===== src/rtl/wd_cmd_sequencer.sv =====
// WD1003-style command sequencer: decodes the task-file command, drives seek/media handshakes and paces host DRQ bytes.
// Optional watchdog on every external wait is enabled by defining WD_CMD_TIMEOUT_EN.
module wd_cmd_sequencer #(
    parameter int unsigned SECTOR_BYTES   = 512,
    parameter int unsigned TIMEOUT_CYCLES = 10_000_000
) (
    input  logic       clk,
    input  logic       reset,
    input  logic [7:0] cmd_code,
    input  logic       cmd_valid,
    input  logic [7:0] sector_count,
    input  logic       drive_ready,
    input  logic       host_byte,
    input  logic       seek_done,
    input  logic       seek_err,
    input  logic       xfer_done,
    input  logic       xfer_err,
    output logic       cmd_busy,
    output logic       status_bsy,
    output logic       status_rdy,
    output logic       status_wf,
    output logic       status_sc,
    output logic       status_drq,
    output logic       status_err,
    output logic [7:0] error_code,
    output logic       dec_sector_count,
    output logic       seek_req,
    output logic       seek_restore,
    output logic       xfer_start,
    output logic       xfer_dir
);

    localparam int unsigned BCNT_W = $clog2(SECTOR_BYTES + 1);
    localparam logic [BCNT_W-1:0] BCNT_LAST = BCNT_W'(SECTOR_BYTES - 1);

    localparam logic [3:0] S_IDLE      = 4'd0;
    localparam logic [3:0] S_SEEK      = 4'd1;
    localparam logic [3:0] S_SEEK_WAIT = 4'd2;
    localparam logic [3:0] S_RD_MEDIA  = 4'd3;
    localparam logic [3:0] S_RD_DRQ    = 4'd4;
    localparam logic [3:0] S_WR_DRQ    = 4'd5;
    localparam logic [3:0] S_WR_MEDIA  = 4'd6;
    localparam logic [3:0] S_DONE      = 4'd7;
    localparam logic [3:0] S_ERROR     = 4'd8;

    localparam logic [7:0] E_TK0NF = 8'h02;
    localparam logic [7:0] E_ABRT  = 8'h04;
    localparam logic [7:0] E_IDNF  = 8'h10;
    localparam logic [7:0] E_UNC   = 8'h40;

    logic [3:0]        state_q, state_n;
    logic [8:0]        rem_q, rem_n;
    logic [BCNT_W-1:0] bcnt_q, bcnt_n;
    logic [7:0]        pend_code_q, pend_code_n;
    logic              pend_wf_q, pend_wf_n;
    logic              bsy_n, drq_n, err_n, wf_n, sc_n;
    logic [7:0]        code_n;
    logic              dec_n, seek_req_n, seek_restore_n, xfer_start_n, xfer_dir_n;
    logic              timeout_hit_c;

    logic is_restore_c, is_seek_c, is_read_c, is_write_c;
    assign is_restore_c = (cmd_code[7:4] == 4'h1);
    assign is_seek_c    = (cmd_code[7:4] == 4'h7);
    assign is_read_c    = (cmd_code[7:2] == 6'b001000);
    assign is_write_c   = (cmd_code[7:2] == 6'b001100);

`ifdef WD_CMD_TIMEOUT_EN
    localparam int unsigned WD_W = $clog2(TIMEOUT_CYCLES + 1);
    logic [WD_W-1:0] wd_q;
    logic            wd_wait_c;

    assign wd_wait_c = (state_q == S_SEEK_WAIT) || (state_q == S_RD_MEDIA) ||
                       (state_q == S_WR_MEDIA)  || (state_q == S_RD_DRQ)   ||
                       (state_q == S_WR_DRQ);
    assign timeout_hit_c = wd_wait_c && (wd_q == WD_W'(TIMEOUT_CYCLES - 1));

    // Watchdog restarts on any state change or host activity
    always_ff @(posedge clk or posedge reset) begin
        if (reset) begin
            wd_q <= '0;
        end else if (!wd_wait_c || host_byte || (state_n != state_q)) begin
            wd_q <= '0;
        end else begin
            wd_q <= wd_q + WD_W'(1);
        end
    end
`else
    logic unused_timeout_cycles;
    assign unused_timeout_cycles = ^32'(TIMEOUT_CYCLES);
    assign timeout_hit_c = 1'b0;
`endif

    // Next state and next registered outputs; pulses default low, levels hold
    always_comb begin
        state_n        = state_q;
        rem_n          = rem_q;
        bcnt_n         = bcnt_q;
        pend_code_n    = pend_code_q;
        pend_wf_n      = pend_wf_q;
        bsy_n          = status_bsy;
        drq_n          = status_drq;
        err_n          = status_err;
        wf_n           = status_wf;
        sc_n           = status_sc;
        code_n         = error_code;
        dec_n          = 1'b0;
        seek_req_n     = 1'b0;
        seek_restore_n = seek_restore;
        xfer_start_n   = 1'b0;
        xfer_dir_n     = xfer_dir;

        case (state_q)
            S_IDLE: begin
                if (cmd_valid) begin
                    bsy_n       = 1'b1;
                    err_n       = 1'b0;
                    code_n      = 8'h00;
                    wf_n        = 1'b0;
                    drq_n       = 1'b0;
                    rem_n       = (sector_count == 8'd0) ? 9'd256 : {1'b0, sector_count};
                    bcnt_n      = '0;
                    pend_code_n = E_ABRT;
                    pend_wf_n   = 1'b0;
                    if (!drive_ready) begin
                        state_n = S_ERROR;
                    end else if (is_restore_c || is_seek_c) begin
                        state_n        = S_SEEK;
                        seek_req_n     = 1'b1;
                        seek_restore_n = is_restore_c;
                        sc_n           = 1'b0;
                        pend_code_n    = is_restore_c ? E_TK0NF : E_IDNF;
                    end else if (is_read_c) begin
                        state_n      = S_RD_MEDIA;
                        xfer_start_n = 1'b1;
                        xfer_dir_n   = 1'b0;
                        pend_code_n  = E_UNC;
                    end else if (is_write_c) begin
                        state_n     = S_WR_DRQ;
                        xfer_dir_n  = 1'b1;
                        pend_code_n = E_IDNF;
                        pend_wf_n   = 1'b1;
                    end else begin
                        state_n = S_ERROR;
                    end
                end
            end
            S_SEEK: state_n = S_SEEK_WAIT;
            S_SEEK_WAIT: begin
                if (seek_err) begin
                    state_n = S_ERROR;
                end else if (seek_done) begin
                    sc_n    = 1'b1;
                    state_n = S_DONE;
                end
            end
            S_RD_MEDIA: begin
                if (xfer_err) begin
                    state_n = S_ERROR;
                end else if (xfer_done) begin
                    state_n = S_RD_DRQ;
                    bsy_n   = 1'b0;
                    drq_n   = 1'b1;
                    bcnt_n  = '0;
                end
            end
            S_RD_DRQ: begin
                if (cmd_valid) begin
                    state_n     = S_ERROR;
                    pend_code_n = E_ABRT;
                    pend_wf_n   = 1'b0;
                    drq_n       = 1'b0;
                end else if (host_byte) begin
                    if (bcnt_q == BCNT_LAST) begin
                        dec_n  = 1'b1;
                        rem_n  = rem_q - 9'd1;
                        bcnt_n = '0;
                        drq_n  = 1'b0;
                        if (rem_q == 9'd1) begin
                            state_n = S_DONE;
                        end else begin
                            state_n      = S_RD_MEDIA;
                            bsy_n        = 1'b1;
                            xfer_start_n = 1'b1;
                            xfer_dir_n   = 1'b0;
                        end
                    end else begin
                        bcnt_n = bcnt_q + BCNT_W'(1);
                    end
                end
            end
            S_WR_DRQ: begin
                bsy_n = 1'b0;
                drq_n = 1'b1;
                if (cmd_valid) begin
                    state_n     = S_ERROR;
                    pend_code_n = E_ABRT;
                    pend_wf_n   = 1'b0;
                    drq_n       = 1'b0;
                end else if (host_byte) begin
                    if (bcnt_q == BCNT_LAST) begin
                        state_n      = S_WR_MEDIA;
                        bcnt_n       = '0;
                        bsy_n        = 1'b1;
                        drq_n        = 1'b0;
                        xfer_start_n = 1'b1;
                        xfer_dir_n   = 1'b1;
                    end else begin
                        bcnt_n = bcnt_q + BCNT_W'(1);
                    end
                end
            end
            S_WR_MEDIA: begin
                if (xfer_err) begin
                    state_n = S_ERROR;
                end else if (xfer_done) begin
                    dec_n = 1'b1;
                    rem_n = rem_q - 9'd1;
                    if (rem_q == 9'd1) begin
                        state_n = S_DONE;
                    end else begin
                        state_n = S_WR_DRQ;
                        bsy_n   = 1'b0;
                        drq_n   = 1'b1;
                        bcnt_n  = '0;
                    end
                end
            end
            S_DONE: begin
                bsy_n   = 1'b0;
                drq_n   = 1'b0;
                state_n = S_IDLE;
            end
            S_ERROR: begin
                bsy_n   = 1'b0;
                drq_n   = 1'b0;
                err_n   = 1'b1;
                code_n  = pend_code_q;
                wf_n    = pend_wf_q;
                state_n = S_IDLE;
            end
            default: state_n = S_IDLE;
        endcase

        // Watchdog only fires while a wait state is otherwise holding
        if (timeout_hit_c && (state_n == state_q)) begin
            state_n     = S_ERROR;
            pend_code_n = E_ABRT;
            pend_wf_n   = 1'b0;
            drq_n       = 1'b0;
        end
    end

    always_ff @(posedge clk or posedge reset) begin
        if (reset) begin
            state_q          <= S_IDLE;
            rem_q            <= '0;
            bcnt_q           <= '0;
            pend_code_q      <= 8'h00;
            pend_wf_q        <= 1'b0;
            cmd_busy         <= 1'b0;
            status_bsy       <= 1'b0;
            status_rdy       <= 1'b0;
            status_wf        <= 1'b0;
            status_sc        <= 1'b1;
            status_drq       <= 1'b0;
            status_err       <= 1'b0;
            error_code       <= 8'h00;
            dec_sector_count <= 1'b0;
            seek_req         <= 1'b0;
            seek_restore     <= 1'b0;
            xfer_start       <= 1'b0;
            xfer_dir         <= 1'b0;
        end else begin
            state_q          <= state_n;
            rem_q            <= rem_n;
            bcnt_q           <= bcnt_n;
            pend_code_q      <= pend_code_n;
            pend_wf_q        <= pend_wf_n;
            cmd_busy         <= (state_n != S_IDLE);
            status_bsy       <= bsy_n;
            status_rdy       <= drive_ready;
            status_wf        <= wf_n;
            status_sc        <= sc_n;
            status_drq       <= drq_n;
            status_err       <= err_n;
            error_code       <= code_n;
            dec_sector_count <= dec_n;
            seek_req         <= seek_req_n;
            seek_restore     <= seek_restore_n;
            xfer_start       <= xfer_start_n;
            xfer_dir         <= xfer_dir_n;
        end
    end

endmodule

===== config.mk =====
export PLATFORM = sky130hd
export DESIGN_NAME = wd_cmd_sequencer
export DESIGN_NICKNAME = d
export VERILOG_FILES = /design/src/rtl/wd_cmd_sequencer.sv
export SDC_FILE = /design/constraint.sdc
export NUM_CORES = 1
export LEC_CHECK = 0
export ABC_AREA = 1
export CAP_MARGIN = 5
export CORE_MARGIN = 2
export CORE_UTILIZATION = 35
export CTS_CLUSTER_SIZE = 24
export DETAILED_ROUTE_END_ITERATION = 8
export PLACE_DENSITY = 0.56
export SLEW_MARGIN = 20
export SYNTH_ARGS = -nofsm -noshare
export SYNTH_HDL_FRONTEND = slang
export SYNTH_SLANG_ARGS = --single-unit

===== constraint.sdc =====
create_clock -name clk -period 2.4 [get_ports clk]
set_clock_uncertainty 0.15 [all_clocks]
set_input_delay 0.48 -clock clk [delete_from_list [all_inputs] [get_ports clk]]
set_output_delay 0.48 -clock clk [all_outputs]
set_load 0.005 [all_outputs]

==> results of run 1 <==
-- logic make-up after synthesis --
logic type | Yosys count | synth area share [%]
flip-flops | 44 | 37.6
other | 1 | 0.128
XOR/XNOR | 6 | 1.79
AND/OR/NAND/NOR | 215 | 35.1
multiplexers | 1 | 0.341
adder cells (fa/ha/maj) | 3 | 1.28
AO/OA/AOI/OAI | 61 | 13.2
buffers and inverters | 71 | 10.5
-- metrics by stage --
stage          instance area, µm²  cells  total power [mW]
2_1_floorplan                2950    405              2.18
3_3_place_gp                 3480    550              2.63
3_5_place_dp                 3480    550              2.64
4_1_cts                      3590    558              3.23
5_1_grt                      3590    558              3.50
6_report                     3590    558              3.20
-- cells in the mapped netlist (3+ instances only) --
master	instances	area, µm²
nand2_4	3	33.8
inv_1	56	210
nand2_1	98	368
nand3_1	35	175
inv_2	5	18.8
o21ai_0	21	105
nand4_1	9	56.3
buf_4	4	30.0
nor2_4	4	45.0
o21ai_1	5	25.0
nand2_2	4	25.0
a21oi_1	9	45.0
nor2_1	43	161
nor2_2	6	37.5
nor4_1	3	18.8
buf_6	3	33.8
o22ai_1	6	37.5
xor2_1	4	35.0
o21ai_2	10	87.6
ha_1	3	37.5
dfrtp_1	43	1080
-- worst register-to-register path, delay by kind of cell, from the launching register on --
kind	cells	cell delay, ps
simple gates	7	1000
compound gates	1	80
flops	1	550
buf+inv	1	170
-- flip-flops by register name, indices dropped and copies added (netlist names), 4 cells and up --
name / count
bcnt_q: 10
rem_q: 9
error_code: 4
pend_code_q: 4
state_q: 4
-- path summary, 6_finish.rpt --
kind	start	to
setup / recovery	state_q[0]$_DFF_PP0_	bcnt_q[3]$_DFFE_PP0P_
hold / removal	reset	bcnt_q[2]$_DFFE_PP0P_
setup reg to reg	state_q[0]$_DFF_PP0_	bcnt_q[3]$_DFFE_PP0P_
hold reg to reg	status_drq$_DFFE_PP0P_	status_drq$_DFFE_PP0P_
max in group asynchronous	reset	status_bsy$_DFFE_PP0P_
min in group clk	status_drq$_DFFE_PP0P_	status_drq$_DFFE_PP0P_
-- cell type report --
cell class / count / share of cell area [%]
Tap cell: 105 / 3.66
Clock inverter: 3 / 1.19
Sequential cell: 44 / 30.7
Clock buffer: 5 / 1.92
Inverter: 62 / 6.55
Multi-Input combinational cell: 290 / 42.7
Timing Repair Buffer: 49 / 13.2
-- where the power goes --
group          internal [mW]  total (mW)  switching (mW)
sequential             0.917        1.05           0.138
clock                  0.308       0.583           0.274
combinational          0.627        1.56           0.937
total                   1.85        3.20            1.35
-- layer usage --
metal  part of all wire (%)  routed length (µm)  global-route usage, %
met3                    4.3                 313                   3.79
met2                     47                3410                   28.6
met1                     47                3390                   24.0
met5                      0                   0                      0
met4                    1.4                 101                   4.64
==> impl_metrics.py, run 1 <==
metrics = {
    "clock_network": {
        "clk_path_buf_depth": 2,
        "insertion_delay_ps": 300,
        "clockRootBuffer": "clkbuf_8",
        "cts-buffers-inserted": 5,
        "cts_resized": 0,
        "clkSinkCount": 44,
        "cts_tree": "built",
        "htreeDepth": 2,
        "cts.clk_slew.worst_paths_ps": 90,
        "post_cts_buffers": 0,
        "cts-hold-fix-buffers": 0,
    },
    "route": {
        "wl_per_cell_um": 12.9,
        "firstDrtPassIters": 4,
        "viasPerCell": 4.87,
        "vias": 2717,
        "drc_errors": 0,
        "drt_wl_total_um": 7210,
        "final_antenna_net_count": 0,
        "first_iter_violations": 163,
    },
    "worst_setup_path": {
        "crit_path_start_kind": "flop",
        "rr_worst_depth": 9,
        "cpMostUsedCell": "nor2_2",
        "crit_fanout": 14,
        "cp.arrival_ps": 2110,
        "crit_chain": "nor2_2 > nand2_4 > nand2_1 > nor2_2 > nor2_2 > nand3b_4 > inv_2 > nand2_1 > o21ai_0",
        "required_ps": 2470,
        "crit_cells": 9,
        "critical_path.top_delay_family": "simple AND/OR/NAND/NOR gates",
        "crit_path_end_kind": "flop",
        "critical_path_buf_inv_count": 1,
        "max_stage_delay_ps": 550,
        "reg2reg_setup_slack_ps": 360,
        "cp_slowest_cell": "dfrtp_1",
        "path_class": "reg2reg",
    },
    "yosys": {
        "synthesis.area_um2": 2930,
        "synthArstFlopShare_pct": 100,
        "ys_ff_latch": 44,
        "yosysSeqAreaShare_pct": 37.6,
        "yosys_most_used_dff": "dfrtp_1",
        "syn_avg_cell_area_um2": 7.30,
        "synth_edf_count": 0,
        "synth_cell_types": 45,
        "yosysWarnings": 0,
        "postSynthCellCount": 402,
    },
    "place": {
        "portBuffers": 38,
        "place_ws_ps": 126,
        "dp_hpwl_um": 5720,
        "place_congestion": 0.914,
    },
    "timing": {
        "tns_ps": 0,
        "fmax_mhz": 491,
        "slew_violations": 0,
        "min_period_ps": 2040,
        "holdWs_ps": 338,
        "final-hold-violation-count": 0,
        "setup_viol": 0,
        "period_share_pct": 84.8,
        "timing.final.ws_setup_ps": 364,
        "rsz0062_at_grt": "no",
    },
    "hold_path": {
        "hold_class": "in2async",
    },
    "layout": {
        "final_common_cell": "nand2_1",
        "regArea_um2": 1100,
        "final_cell_mix": "nand2_1 (98), inv_1 (55), nor2_1 (43), dfrtp_1 (43), clkdlybuf4s50_1 (38)",
        "post-route-util_pct": 43.9,
        "final_layout_size_suffix_gt1_share_pct": 13.5,
        "diodes": 0,
        "nFillCells": 841,
        "multiInputGateArea_um2": 1530,
        "final_nets": 480,
        "synthToLayoutAreaGrowth_pct": 22.3,
    },
    "floorplan": {
        "fp-row-count": 33,
        "coreArea_um2": 8180,
        "dieArea_um2": 9130,
        "die_h_um": 95.6,
        "initial_core_util_pct": 35.9,
        "ios": 45,
        "fp.dieW_um": 95.6,
    },
    "global_route": {
        "grt_first_pass_wirelength_um": 12600,
        "antenna_found_initial": 0,
        "grt_max_degree": 22,
        "grt_pass1_vias": 2674,
        "grt_overflow_total": 0,
        "track_usage_pct": 17.7,
    },
    "run": {
        "cap_violations": 0,
    },
    "pwr": {
        "ir_worst_vdd_uv": 390,
        "p_per_area_nw_per_um2": 892,
        "power_leakage_nw": 1.73,
    },
    "status": {
        "status": "complete, no violations",
    },
}
Power figures use the tool's default switching activity.
==> inputs of run 2 (changes only) <==
PLACE_DENSITY = 0.58   (was 0.56)
clock period = 1.7 ns   (was 2.4 ns; I/O delays follow)
==> impl_metrics.py, run 2 (synthesis results as in run 1) <==
metrics = {
    "status": {
        "status": "finished with violations",
        "violations": "negative setup slack",
    },
    "floorplan": {
        "dieArea_um2": 9130,
        "die_h_um": 95.6,
        "ios": 45,
        "fp.dieW_um": 95.6,
        "coreArea_um2": 8180,
        "fp-row-count": 33,
        "initial_core_util_pct": 35.9,
    },
    "pwr": {
        "total_power_mw": 5.89,
        "power_leakage_nw": 2.29,
        "p_per_area_nw_per_um2": 1290,
        "ir_worst_vdd_uv": 904,
    },
    "place": {
        "dp.cells": 619,
        "place_congestion": 0.902,
        "dp_hpwl_um": 6240,
        "place_ws_ps": -406,
        "portBuffers": 38,
    },
    "worst_setup_path": {
        "cp.arrival_ps": 1820,
        "critical_path_buf_inv_count": 1,
        "cpMostUsedCell": "nor2_2",
        "cp_slowest_cell": "dfrtp_2",
        "crit_path_end_kind": "flop",
        "crit_path_start_kind": "flop",
        "crit_chain": "nor2_4 > nand3_1 > nand2_4 > nor2_2 > nor2_2 > nand3b_4 > buf_12 > nand2_1 > o21ai_1",
        "path_class": "reg2reg",
        "critical_path.top_delay_family": "simple AND/OR/NAND/NOR gates",
        "required_ps": 1750,
        "max_stage_delay_ps": 460,
        "reg2reg_setup_slack_ps": -70,
        "crit_fanout": 9,
    },
    "layout": {
        "regMostFlops": "bcnt_q",
        "final_common_cell": "buf_4",
        "diodes": 0,
        "final_nets": 565,
        "top_regs": "bcnt_q: 10 flops, rem_q: 9 flops",
        "final_layout_size_suffix_gt1_share_pct": 37.7,
        "synthToLayoutAreaGrowth_pct": 56.1,
        "nFillCells": 776,
        "final_cell_mix": "buf_4 (88), nand2_1 (81), inv_1 (50)",
        "layout.cells.non_filler": 643,
        "largest_reg_flops": 10,
        "regArea_um2": 1110,
        "multiInputGateArea_um2": 1780,
    },
    "clock_network": {
        "clockRootBuffer": "clkbuf_8",
        "cts.clk_slew.worst_paths_ps": 90,
        "clkSinkCount": 44,
        "htreeDepth": 2,
        "clk_path_buf_depth": 2,
        "cts-hold-fix-buffers": 0,
        "cts-buffers-inserted": 5,
        "cts_tree": "built",
        "insertion_delay_ps": 300,
    },
    "route": {
        "drt_wl_total_um": 8180,
        "dr_wl_met2_um": 3950,
        "top_layer_used": "met4",
        "drc_errors": 0,
        "met1_length_um": 3860,
        "vias": 3101,
        "first_iter_violations": 99,
        "viasPerCell": 4.82,
        "firstDrtPassIters": 4,
        "final_antenna_net_count": 0,
        "wl_met3_um": 272,
        "wl_per_cell_um": 12.7,
    },
    "timing": {
        "final-hold-violation-count": 0,
        "min_period_ps": 1770,
        "rsz0062_at_grt": "yes",
        "setup_viol": 21,
        "tns_ps": -825,
        "timing.final.ws_setup_ps": -68.5,
        "slew_violations": 0,
        "period_share_pct": 104,
        "fmax_mhz": 565,
    },
    "global_route": {
        "grt_overflow_total": 0,
        "antenna_found_initial": 0,
        "track_usage_pct": 19.1,
        "grt_pass1_vias": 3016,
        "grt_first_pass_wirelength_um": 13700,
        "grt_max_degree": 45,
    },
    "run": {
        "cap_violations": 0,
    },
    "hold_path": {
        "hold_class": "in2async",
    },
}
==> run 2: area by class of cell <==
class,instances,area share (%)
Multi-Input combinational cell,290,38.8
Timing Repair inverter,1,0.109
Timing Repair Buffer,133,25.2
Sequential cell,44,24.2
Inverter,62,5.44
Tap cell,105,2.87
Clock inverter,3,1.97
Clock buffer,5,1.50
==> run 2: routing by layer <==
metal | vias up | track usage (%)
met1 | 1482 | 25.5
met5 | - | 0
li1 | 1553 | -
met2 | 55 | 32.4
met3 | 11 | 2.77
met4 | 0 | 5.00
==> run 2: final timing paths <==
| kind | cells past startpoint | end | start |
|---|---|---|---|
| min | 3 | pend_code_q[1]$_DFFE_PP0P_ | reset |
| min in group clk | 2 | xfer_dir$_DFFE_PP0P_ | xfer_dir$_DFFE_PP0P_ |
| max reg2reg | 9 | bcnt_q[5]$_DFFE_PP0P_ | state_q[3]$_DFF_PP0_ |
| max | 9 | bcnt_q[5]$_DFFE_PP0P_ | state_q[3]$_DFF_PP0_ |
| max in group asynchronous | 3 | status_sc$_DFFE_PP1P_ | reset |
| min reg2reg | 2 | xfer_dir$_DFFE_PP0P_ | xfer_dir$_DFFE_PP0P_ |
==> run 2: metrics by stage <==
stage          hold slack [ps]  utilization [%]  instance area (µm²)
4_1_cts                    239             53.8                 4400
3_3_place_gp               312             49.1                 4020
3_5_place_dp               316             49.1                 4020
5_1_grt                    271             56.0                 4580
2_1_floorplan              221                -                 2950
6_report                   238             56.0                 4580
==> run 2: worst register-to-register path: cells and delay by family (launching register included) <==
kind            cells  cell delay [ps]
buf+inv             1              180
flops               1              460
compound gates      1               60
simple gates        7              820
==> run 2: timing repair <==
action                     in CTS  in global routing
cloned                          1                  0
pin swaps                      22                  8
resized for setup              36                 46
setup buffers                  13                  3
setup endpoints to repair      27                 44
==> run 2: power by group <==
part | internal (mW) | switching (mW) | total, mW
sequential | 1.30 | 0.167 | 1.47
clock | 0.735 | 0.372 | 1.11
combinational | 1.58 | 1.74 | 3.32
total | 3.61 | 2.28 | 5.89
